File: config.mk
export PLATFORM = sky130hd
export DESIGN_NAME = alu_arbiter_4_flat
export DESIGN_NICKNAME = d
export VERILOG_FILES = /design/src/rtl/alu_pkg.sv /design/src/rtl/alu_arbiter_4_if.sv /design/src/rtl/alu_4.sv /design/src/rtl/alu_arbiter_4.sv /design/src/flat_wrapper.sv
export SDC_FILE = /design/constraint.sdc
export NUM_CORES = 1
export LEC_CHECK = 0
export CAP_MARGIN = 20
export CORE_UTILIZATION = 53
export DETAILED_ROUTE_END_ITERATION = 10
export PLACE_DENSITY = 0.92
export SETUP_SLACK_MARGIN = 0.05
export SLEW_MARGIN = 10
export SYNTH_ARGS = -nofsm -noshare
export SYNTH_HDL_FRONTEND = slang
export SYNTH_HIERARCHICAL = 1
export SYNTH_SLANG_ARGS = --single-unit
File: constraint.sdc
create_clock -name clk -period 3.56 [get_ports clk]
set_input_delay 1.068 -clock clk [delete_from_list [all_inputs] [get_ports clk]]
set_output_delay 1.068 -clock clk [all_outputs]
set_load 0.02 [all_outputs]
File: src/rtl/alu_pkg.sv
// Shared definitions for the two-requester ALU arbiter: opcodes, FSM states,
// default operand width and the round-robin winner selection.
package alu_pkg;

  localparam int WIDTH_DEFAULT = 4;

  typedef enum logic [1:0] {
    OP_AND = 2'b00,
    OP_OR  = 2'b01,
    OP_ADD = 2'b10,
    OP_SUB = 2'b11
  } op_e;

  typedef enum logic [1:0] {
    ST_IDLE = 2'b00,
    ST_EXEC = 2'b01,
    ST_DONE = 2'b10
  } state_e;

  // On a tie the requester that was not served last wins.
  function automatic logic pick_winner(input logic req0, input logic req1,
                                       input logic last_served);
    logic win;
    if (req0 && req1) begin
      win = ~last_served;
    end else if (req1) begin
      win = 1'b1;
    end else begin
      win = 1'b0;
    end
    return win;
  endfunction

endpackage

File: src/rtl/alu_arbiter_4_if.sv
// Request/operand/result bundle between the two requesters and the arbiter.
interface alu_arbiter_4_if
  import alu_pkg::*;
#(parameter int WIDTH = WIDTH_DEFAULT) ();

  logic             req0;
  logic [1:0]       op0;
  logic [WIDTH-1:0] a0;
  logic [WIDTH-1:0] b0;
  logic             req1;
  logic [1:0]       op1;
  logic [WIDTH-1:0] a1;
  logic [WIDTH-1:0] b1;
  logic [1:0]       gnt;
  logic [1:0]       done;
  logic [WIDTH-1:0] y;
  logic             cout;
  logic             zero;
  logic             busy;

  modport slave (
    input  req0, op0, a0, b0, req1, op1, a1, b1,
    output gnt, done, y, cout, zero, busy
  );

  modport master (
    output req0, op0, a0, b0, req1, op1, a1, b1,
    input  gnt, done, y, cout, zero, busy
  );

endinterface

File: src/rtl/alu_4.sv
// Combinational ALU: AND/OR/ADD/SUB; cout is carry for ADD, no-borrow for SUB.
module alu_4
  import alu_pkg::*;
#(parameter int WIDTH = WIDTH_DEFAULT) (
  input  op_e              i_op,
  input  logic [WIDTH-1:0] i_a,
  input  logic [WIDTH-1:0] i_b,
  output logic [WIDTH-1:0] o_y,
  output logic             o_cout
);

  logic [WIDTH:0] w_sum;
  logic [WIDTH:0] w_diff;

  assign w_sum  = {1'b0, i_a} + {1'b0, i_b};
  assign w_diff = {1'b0, i_a} - {1'b0, i_b};

  // Opcode decode; the MSB of the widened difference is the borrow.
  always_comb begin
    o_y    = {WIDTH{1'b0}};
    o_cout = 1'b0;
    case (i_op)
      OP_AND: begin
        o_y    = i_a & i_b;
        o_cout = 1'b0;
      end
      OP_OR: begin
        o_y    = i_a | i_b;
        o_cout = 1'b0;
      end
      OP_ADD: begin
        o_y    = w_sum[WIDTH-1:0];
        o_cout = w_sum[WIDTH];
      end
      OP_SUB: begin
        o_y    = w_diff[WIDTH-1:0];
        o_cout = ~w_diff[WIDTH];
      end
      default: begin
        o_y    = {WIDTH{1'b0}};
        o_cout = 1'b0;
      end
    endcase
  end

endmodule

File: src/rtl/alu_arbiter_4.sv
// Two-requester round-robin arbiter in front of one shared ALU.
// One operation per IDLE -> EXEC -> DONE pass; all outputs are registered.
module alu_arbiter_4
  import alu_pkg::*;
#(parameter int WIDTH = WIDTH_DEFAULT) (
  input  logic          clk,
  input  logic          rst,
  alu_arbiter_4_if.slave bus
);

  state_e           r_state;
  logic             r_last;
  logic             r_win;
  op_e              r_op;
  logic [WIDTH-1:0] r_a;
  logic [WIDTH-1:0] r_b;
  logic [1:0]       r_gnt;
  logic [1:0]       r_done;
  logic [WIDTH-1:0] r_y;
  logic             r_cout;
  logic             r_zero;
  logic             r_busy;

  state_e           w_state_nxt;
  logic             w_win_nxt;
  logic             w_last_nxt;
  logic             w_capture;
  logic             w_load;
  logic [1:0]       w_gnt_nxt;
  logic [1:0]       w_done_nxt;
  logic             w_busy_nxt;
  op_e              w_op_sel;
  logic [WIDTH-1:0] w_a_sel;
  logic [WIDTH-1:0] w_b_sel;
  logic [WIDTH-1:0] w_alu_y;
  logic             w_alu_cout;
  logic             w_alu_zero;

  alu_4 #(.WIDTH(WIDTH)) u_alu (
    .i_op   (r_op),
    .i_a    (r_a),
    .i_b    (r_b),
    .o_y    (w_alu_y),
    .o_cout (w_alu_cout)
  );

  assign w_alu_zero = (w_alu_y == {WIDTH{1'b0}});

  // Next-state, pulse and capture-select logic.
  always_comb begin
    w_state_nxt = r_state;
    w_win_nxt   = r_win;
    w_last_nxt  = r_last;
    w_capture   = 1'b0;
    w_load      = 1'b0;
    w_gnt_nxt   = 2'b00;
    w_done_nxt  = 2'b00;
    case (r_state)
      ST_IDLE: begin
        if (bus.req0 || bus.req1) begin
          w_win_nxt   = pick_winner(bus.req0, bus.req1, r_last);
          w_capture   = 1'b1;
          w_gnt_nxt   = w_win_nxt ? 2'b10 : 2'b01;
          w_state_nxt = ST_EXEC;
        end else begin
          w_state_nxt = ST_IDLE;
        end
      end
      ST_EXEC: begin
        w_load      = 1'b1;
        w_done_nxt  = r_win ? 2'b10 : 2'b01;
        w_state_nxt = ST_DONE;
      end
      ST_DONE: begin
        w_last_nxt  = r_win;
        w_state_nxt = ST_IDLE;
      end
      default: begin
        w_state_nxt = ST_IDLE;
      end
    endcase
    w_busy_nxt = (w_state_nxt != ST_IDLE);

    if (w_win_nxt) begin
      w_op_sel = op_e'(bus.op1);
      w_a_sel  = bus.a1;
      w_b_sel  = bus.b1;
    end else begin
      w_op_sel = op_e'(bus.op0);
      w_a_sel  = bus.a0;
      w_b_sel  = bus.b0;
    end
  end

  // State, capture and result registers; reset aborts any operation in flight.
  always_ff @(posedge clk or posedge rst) begin
    if (rst) begin
      r_state <= ST_IDLE;
      r_last  <= 1'b1;
      r_win   <= 1'b0;
      r_op    <= OP_AND;
      r_a     <= {WIDTH{1'b0}};
      r_b     <= {WIDTH{1'b0}};
      r_gnt   <= 2'b00;
      r_done  <= 2'b00;
      r_y     <= {WIDTH{1'b0}};
      r_cout  <= 1'b0;
      r_zero  <= 1'b0;
      r_busy  <= 1'b0;
    end else begin
      r_state <= w_state_nxt;
      r_last  <= w_last_nxt;
      r_win   <= w_win_nxt;
      r_gnt   <= w_gnt_nxt;
      r_done  <= w_done_nxt;
      r_busy  <= w_busy_nxt;
      if (w_capture) begin
        r_op <= w_op_sel;
        r_a  <= w_a_sel;
        r_b  <= w_b_sel;
      end
      if (w_load) begin
        r_y    <= w_alu_y;
        r_cout <= w_alu_cout;
        r_zero <= w_alu_zero;
      end
    end
  end

  assign bus.gnt  = r_gnt;
  assign bus.done = r_done;
  assign bus.y    = r_y;
  assign bus.cout = r_cout;
  assign bus.zero = r_zero;
  assign bus.busy = r_busy;

endmodule

File: src/flat_wrapper.sv
// flat-port wrapper written by rule: the top's interface ports become plain ports
module alu_arbiter_4_flat import alu_pkg::*;
#(parameter int WIDTH = WIDTH_DEFAULT)
  (clk, rst, bus_req0, bus_op0, bus_a0, bus_b0, bus_req1, bus_op1, bus_a1, bus_b1, bus_gnt, bus_done, bus_y, bus_cout, bus_zero, bus_busy);
  alu_arbiter_4_if #(.WIDTH(WIDTH)) bus_i ();
  input  logic clk;
  input  logic rst;
  input wire logic [$bits(bus_i.req0)-1:0] bus_req0;
  input wire logic [$bits(bus_i.op0)-1:0] bus_op0;
  input wire logic [$bits(bus_i.a0)-1:0] bus_a0;
  input wire logic [$bits(bus_i.b0)-1:0] bus_b0;
  input wire logic [$bits(bus_i.req1)-1:0] bus_req1;
  input wire logic [$bits(bus_i.op1)-1:0] bus_op1;
  input wire logic [$bits(bus_i.a1)-1:0] bus_a1;
  input wire logic [$bits(bus_i.b1)-1:0] bus_b1;
  output wire logic [$bits(bus_i.gnt)-1:0] bus_gnt;
  output wire logic [$bits(bus_i.done)-1:0] bus_done;
  output wire logic [$bits(bus_i.y)-1:0] bus_y;
  output wire logic [$bits(bus_i.cout)-1:0] bus_cout;
  output wire logic [$bits(bus_i.zero)-1:0] bus_zero;
  output wire logic [$bits(bus_i.busy)-1:0] bus_busy;
  assign bus_i.req0 = bus_req0;
  assign bus_i.op0 = bus_op0;
  assign bus_i.a0 = bus_a0;
  assign bus_i.b0 = bus_b0;
  assign bus_i.req1 = bus_req1;
  assign bus_i.op1 = bus_op1;
  assign bus_i.a1 = bus_a1;
  assign bus_i.b1 = bus_b1;
  assign bus_gnt = bus_i.gnt;
  assign bus_done = bus_i.done;
  assign bus_y = bus_i.y;
  assign bus_cout = bus_i.cout;
  assign bus_zero = bus_i.zero;
  assign bus_busy = bus_i.busy;
  alu_arbiter_4 #(.WIDTH(WIDTH)) u_core (.clk(clk), .rst(rst), .bus(bus_i));
endmodule
==> results of run 1 <==
where the power goes:
group          switching, mW  internal (mW)  total [mW]
logic                  0.513          0.521        1.03
clock network         0.0884         0.0458       0.134
registers              0.138          0.423       0.561
worst max path at each step:
| stage | to | slack, ns | cells after the start |
|---|---|---|---|
| after floorplan | u_core/bus.zero | 1.55 | 10 |
| after global placement | u_core/r_b[0] | 1.12 | 4 |
| after detailed placement | u_core/r_a[0] | 1.03 | 4 |
| after CTS | bus_done[0] | 1.15 | 1 |
| after global routing | bus_done[0] | 1.10 | 1 |
| final | bus_done[0] | 1.15 | 1 |
worst reg2reg max path, cell delays in order (launching register included):
cell     delay (ns)
dfrtp_1        0.41
inv_1          0.08
ha_1           0.22
inv_1          0.08
fa_1           0.41
nand2_1        0.06
o21ai_0        0.08
nand2_1        0.08
o21ai_0        0.11
or4_1          0.54
o21ai_1        0.12
registers in the layout, summed over array words and instances (netlist names), 2 cells and up, named ones only:
name             cells
u_core/r_b           4
u_core/r_state       2
u_core/bus.gnt       2
u_core/r_op          2
u_core/r_a           4
u_core/bus.done      2
u_core/bus.y         4
cell type report:
type / count / area, sq um / share of cell area
flip-flops and latches: 25 / 627 / 0.331
multi-input cells: 88 / 779 / 0.412
clock inverters: 1 / 8.76 / 0.00463
well taps: 31 / 38.8 / 0.0205
clock buffers: 3 / 22.5 / 0.0119
inverters: 20 / 75.1 / 0.0397
repair buffers: 34 / 340 / 0.180
metrics by stage:
step	cell area (sq um)	hold slack [ns]	std cells	utilization	power, mW
2_1_floorplan	1530	0.425	140	-	1.33
4_1_cts	1890	0.469	202	0.692	1.73
3_5_place_dp	1860	0.446	198	0.681	1.60
6_report	1890	0.471	202	0.692	1.73
5_1_grt	1890	0.493	202	0.692	1.88
3_3_place_gp	1860	0.447	198	0.681	1.52
cell families after synthesis:
group / share of synthesized area
AO/OA/AOI/OAI: 0.173
buffers and inverters: 0.0809
multiplexers: 0.0662
flip-flops: 0.410
AND/OR/NAND/NOR: 0.141
XOR/XNOR: 0.00572
adder cells (fa/ha/maj): 0.124
layout by cell type, fill, tap and decap left out, types with 2 or more instances in the layout:
| cell | instances |
|---|---|
| nand2b_1 | 4 |
| mux2_4 | 4 |
| nor2b_1 | 2 |
| o21ai_0 | 7 |
| nand4b_1 | 9 |
| clkbuf_4 | 3 |
| ha_1 | 12 |
| a21oi_1 | 3 |
| fa_1 | 2 |
| o2111ai_1 | 2 |
| o221a_1 | 10 |
| mux2i_1 | 3 |
| o21ai_1 | 2 |
| clkdlybuf4s50_1 | 34 |
| nand2_1 | 8 |
| dfrtp_1 | 24 |
| inv_1 | 20 |
| nor2_1 | 4 |
layer usage:
layer  vias to the layer above  share of wire
met3                        12          0.049
met2                        41           0.50
li1                        556              -
met1                       537           0.41
met4                         0          0.036
met5                         -              0
==> flow_summary.toml, run 1 <==
[power]
power_leakage_nw = 0.861
max-vdd-ir-drop_mv = 0.661
p_per_area_mw_per_mm2 = 914

[min_path]
hold_path.class = "flop to flop"
holdPathEnd = "u_core/bus.done[0]"
min_path_cells = 1

[yosys]
syn_area_sq_mm = 0.00153
yosysTopAreaCellShare = 0.392
ys_seq_elements = 25
ys_top_cells_by_count = "dfrtp_1, inv_1, ha_1"
synth_cells = 140
synthesis.nets = 178
synth_ff_type = "dfrtp_1"
synth.most_common_cell = "dfrtp_1"
yosysWarnings = 6
seq_area_frac_synth = 0.410
synth.avg_cell_area_sq_um = 10.9
ys_types = 37
synthTopCellsByArea = "dfrtp_1, ha_1, o221a_1, nand4b_1, inv_1"
synth-async-reset-ratio = 1.00
yosysTopAreaCell = "dfrtp_1"
synth_edf_count = 0

[critical_path]
critPathBufInv = 1
r2r-start = "u_core/r_a[0]"
critPathMaxStageDelay_ns = 0.64
crit_arrival_ns = 1.34
reg2reg_depth = 10
start_kind = "flop"
crit_slowest_cell = "clkdlybuf4s50_1"
worst-setup-path-type = "flop to output pin"
crit_chain = "clkdlybuf4s50_1"
critPathTopFamily = "buffers and inverters"
rr_endpoint = "u_core/bus.zero"
crit_path_max_fanout = 1
end_kind = "output pin"
worstPathRequired_ns = 2.49
worstSetupStartpoint = "u_core/bus.done[0]"
r2r_setup_slack_ns = 1.30

[sta]
slew_viol_final = 0
tightest_slew_ns = 0.885
grt_setup_unrepaired = "no"
hold_viol_final = 0
min_period_over_period = 0.676
fmax_mhz = 416
finalCriticalPeriod_ns = 2.41
relSlewSlack = 0.409
finalSetupViolations = 0
final.setup_skew_ns = 0.00956
tns_ns = 0
setup_ws_ns = 1.15

[grt]
met2_usage = 0.365
antenna_found_initial = 0
grtUsageMet3 = 0.0419
grt_max_degree = 26
grt_pass1_wl_mm = 4.91
gr-usage-met1 = 0.223
first_global_vias = 1162
grt-ovfl-total = 0
busiest_layer = "met2"
grt.total_usage = 0.206

[routing]
avgViaCountPerCell = 5.67
drc = 0
num_vias = 1146
drt-total-wl_mm = 2.93
ant_nets = 0
wl_per_cell_um = 14.5
drtIter0Drc = 21
dr.pass1.iters = 4

[run]
drv_cap = 0

[cells_and_area]
diodes = 0
nets = 210
drive_gt1_frac = 0.0877
fillers = 206
area_delta_synth_final_pct = 23.6

[placement]
place_ws_ns = 1.03
dpl.hpwl_mm = 2.45
gp_congestion = 0.773
io_buffers = 34

[cts]
post-cts-setup-buffers = 0
cts.clk_slew.worst_paths_ns = 0.14
cts_resized = 0
clock_sinks = 25
ctsHoldBuffers = 0
cts_buffers = 3
cts_buffer_depth = 2
cts_tree = "built"
htree_levels = 1
clockRootBuffer = "clkbuf_4"
worst_skew_pair.late_latency_ns = 0.33

[die]
core_area_sq_mm = 0.00273
placementRows = 19
start_util = 0.560
die_height_um = 55.7
dieArea_sq_mm = 0.00311
pin_count = 35
die_w_um = 55.7

[run_status]
status = "complete, no violations"
Note: power is estimated with default switching activity, not from simulation.
==> run 2: changes to the inputs <==
Settings changed: CORE_UTILIZATION 53 to 50, PLACE_DENSITY 0.92 to 0.88.
Clock period 3.56 ns to 2.4 ns, I/O delays scaled along.
==> run 2 against run 1 <==
  * The run now ends with DRC left
  * Combinational power increased by 53%
  * Final cell count increased by 1.5%
  * Sequential power grew 50%
  * Routed wire length increased by 12%
  * Count of clock-buffer cells in the layout unchanged
  * Setup slack lost 1.0 ns
  * Via count is 4.1% higher
  * Die area increased by 5.8%
  * Register-to-register slack lost 1.2 ns
  * Global-route usage is 0.70 points higher
  * Sequential share of layout area is 0.28 points lower
  * Clock skew shrank 0.0039 ns
  * Critical path type is now flop to flop
  * Largest power group unchanged
==> flow_summary.toml, run 2 (same netlist as run 1, synthesis figures left out) <==
[run_status]
status = "finished with violations"
violations = "DRC"

[cts]
cts_tree = "built"
clockRootBuffer = "clkbuf_4"
htree_levels = 1
cts_buffers = 3
clock_sinks = 25
ctsHoldBuffers = 0
cts_buffer_depth = 2
cts.clk_slew.worst_paths_ns = 0.14
worst_skew_pair.late_latency_ns = 0.32

[critical_path]
crit_path_max_fanout = 3
r2r_setup_slack_ns = 0.14
rr_endpoint = "u_core/bus.zero"
reg2reg_depth = 9
worst-setup-path-type = "flop to flop"
crit_chain = "buf_4 > ha_1 > inv_1 > fa_1 > mux2i_1 > xnor2_1 > a21oi_1 > or4_1 > o21ai_1"
crit_slowest_cell = "dfrtp_1"
start_kind = "flop"
end_kind = "flop"
worstPathRequired_ns = 2.65
crit_arrival_ns = 2.52
r2r-start = "u_core/r_a[0]"
critPathMaxStageDelay_ns = 0.42

[grt]
first_global_vias = 1179
grt_pass1_wl_mm = 5.29
grt_max_degree = 26
grt.total_usage = 0.213
antenna_found_initial = 0
grt-ovfl-total = 0

[die]
placementRows = 19
die_w_um = 57.3
pin_count = 35
core_area_sq_mm = 0.00283
start_util = 0.541
die_height_um = 57.3
dieArea_sq_mm = 0.00329

[cells_and_area]
final_common_cell = "clkdlybuf4s50_1"
diodes = 0
fillers = 216
area_delta_synth_final_pct = 24.9
regArea_sq_um = 628
multi_input_area_sq_um = 779
drive_gt1_frac = 0.115
nets = 213
layout_common_cells = "clkdlybuf4s50_1, dfrtp_1, inv_1"

[routing]
top_layer = "met4"
num_vias = 1193
drc = 2
drt-total-wl_mm = 3.29
wl_per_cell_um = 16.0
avgViaCountPerCell = 5.82
met2_length_mm = 1.73
routedLengthMet1_mm = 1.40
dr_wl_met3_um = 110
drtIter0Drc = 33
ant_nets = 0
dr.pass1.iters = 7

[min_path]
holdPathEnd = "u_core/bus.done[0]"
hold_path.class = "flop to flop"
min_path_cells = 1

[sta]
tightest_slew_ns = 0.578
final.setup_skew_ns = 0.00569
min_period_over_period = 0.943
finalSetupViolations = 0
slew_viol_final = 0
grt_setup_unrepaired = "no"
relSlewSlack = 0.615
finalCriticalPeriod_ns = 2.26
fmax_mhz = 442
hold_viol_final = 0
whs_ns = 0.475
tns_ns = 0

[placement]
dpl.hpwl_mm = 2.47
gp_congestion = 0.838
io_buffers = 34

[power]
power_leakage_nw = 0.872
max-vdd-ir-drop_mv = 0.611
p_per_area_mw_per_mm2 = 1370

[run]
drv_cap = 0
[run 2: cell types whose count changed in the layout (fill, tap and decap cells not counted)]
cell,before,now
inv_1,20,19
inv_6,1,0
clkinv_2,0,1
dfrtp_2,0,1
buf_4,0,3
dfrtp_1,24,23
inv_2,0,1
[run 2: cell type report]
class                           count  share of cell area
Multi-Input combinational cell     88               0.408
Sequential cell                    25               0.329
Timing Repair Buffer               37               0.190
Inverter                           20              0.0393
Tap cell                           31              0.0203
Clock buffer                        3              0.0118
Clock inverter                      1             0.00262
[run 2: timing repair]
action | in CTS | in global routing
buffers inserted | 0 | 1
hold endpoints to repair | 0 | 0
gates resized for setup | 0 | 2
setup endpoints to repair | 0 | 1
[run 2: worst max-delay path by stage]
| stage | start | slack (ns) | to |
|---|---|---|---|
| global route | u_core/r_a[0] | 0.03 | u_core/bus.zero |
| CTS | u_core/r_a[0] | 0.15 | u_core/bus.zero |
| global placement | u_core/r_a[0] | 0.29 | u_core/bus.zero |
| floorplan | u_core/r_a[0] | 0.39 | u_core/bus.zero |
| finish | u_core/r_a[0] | 0.14 | u_core/bus.zero |
| detailed placement | u_core/r_a[1] | 0.18 | u_core/bus.zero |
[run 2: metal layers]
metal / up-vias / GRT usage
met3: 6 / 0.0272
met4: 0 / 0.0871
li1: 562 / -
met1: 591 / 0.258
met2: 34 / 0.383
met5: - / 0
[run 2: report_power, final]
group / switching [mW] / total [mW] / internal (mW) / leakage (nW)
sequential: 0.212 / 0.841 / 0.629 / 0.294
clock: 0.131 / 0.193 / 0.0625 / 0.0177
combinational: 0.792 / 1.58 / 0.784 / 0.560
[run 2: worst max-delay path: cells and delay by family, from the launching register on]
family          cells  cell delay (ns)
fa+ha+maj           2             0.58
flops               1             0.42
simple gates        1             0.41
compound gates      2             0.25
buf+inv             2             0.20
mux                 1             0.17
xor+xnor            1             0.16
[run 2: through the flow]
stage / utilization / setup slack, ns / total power, mW / cell area (sq um) / cells
floorplan: - / 0.387 / 1.97 / 1530 / 140
global placement: 0.663 / 0.288 / 2.29 / 1880 / 200
detailed placement: 0.663 / 0.180 / 2.40 / 1880 / 200
CTS: 0.673 / 0.155 / 2.60 / 1900 / 204
global route: 0.676 / 0.0312 / 2.81 / 1910 / 205
finish: 0.676 / 0.137 / 2.61 / 1910 / 205
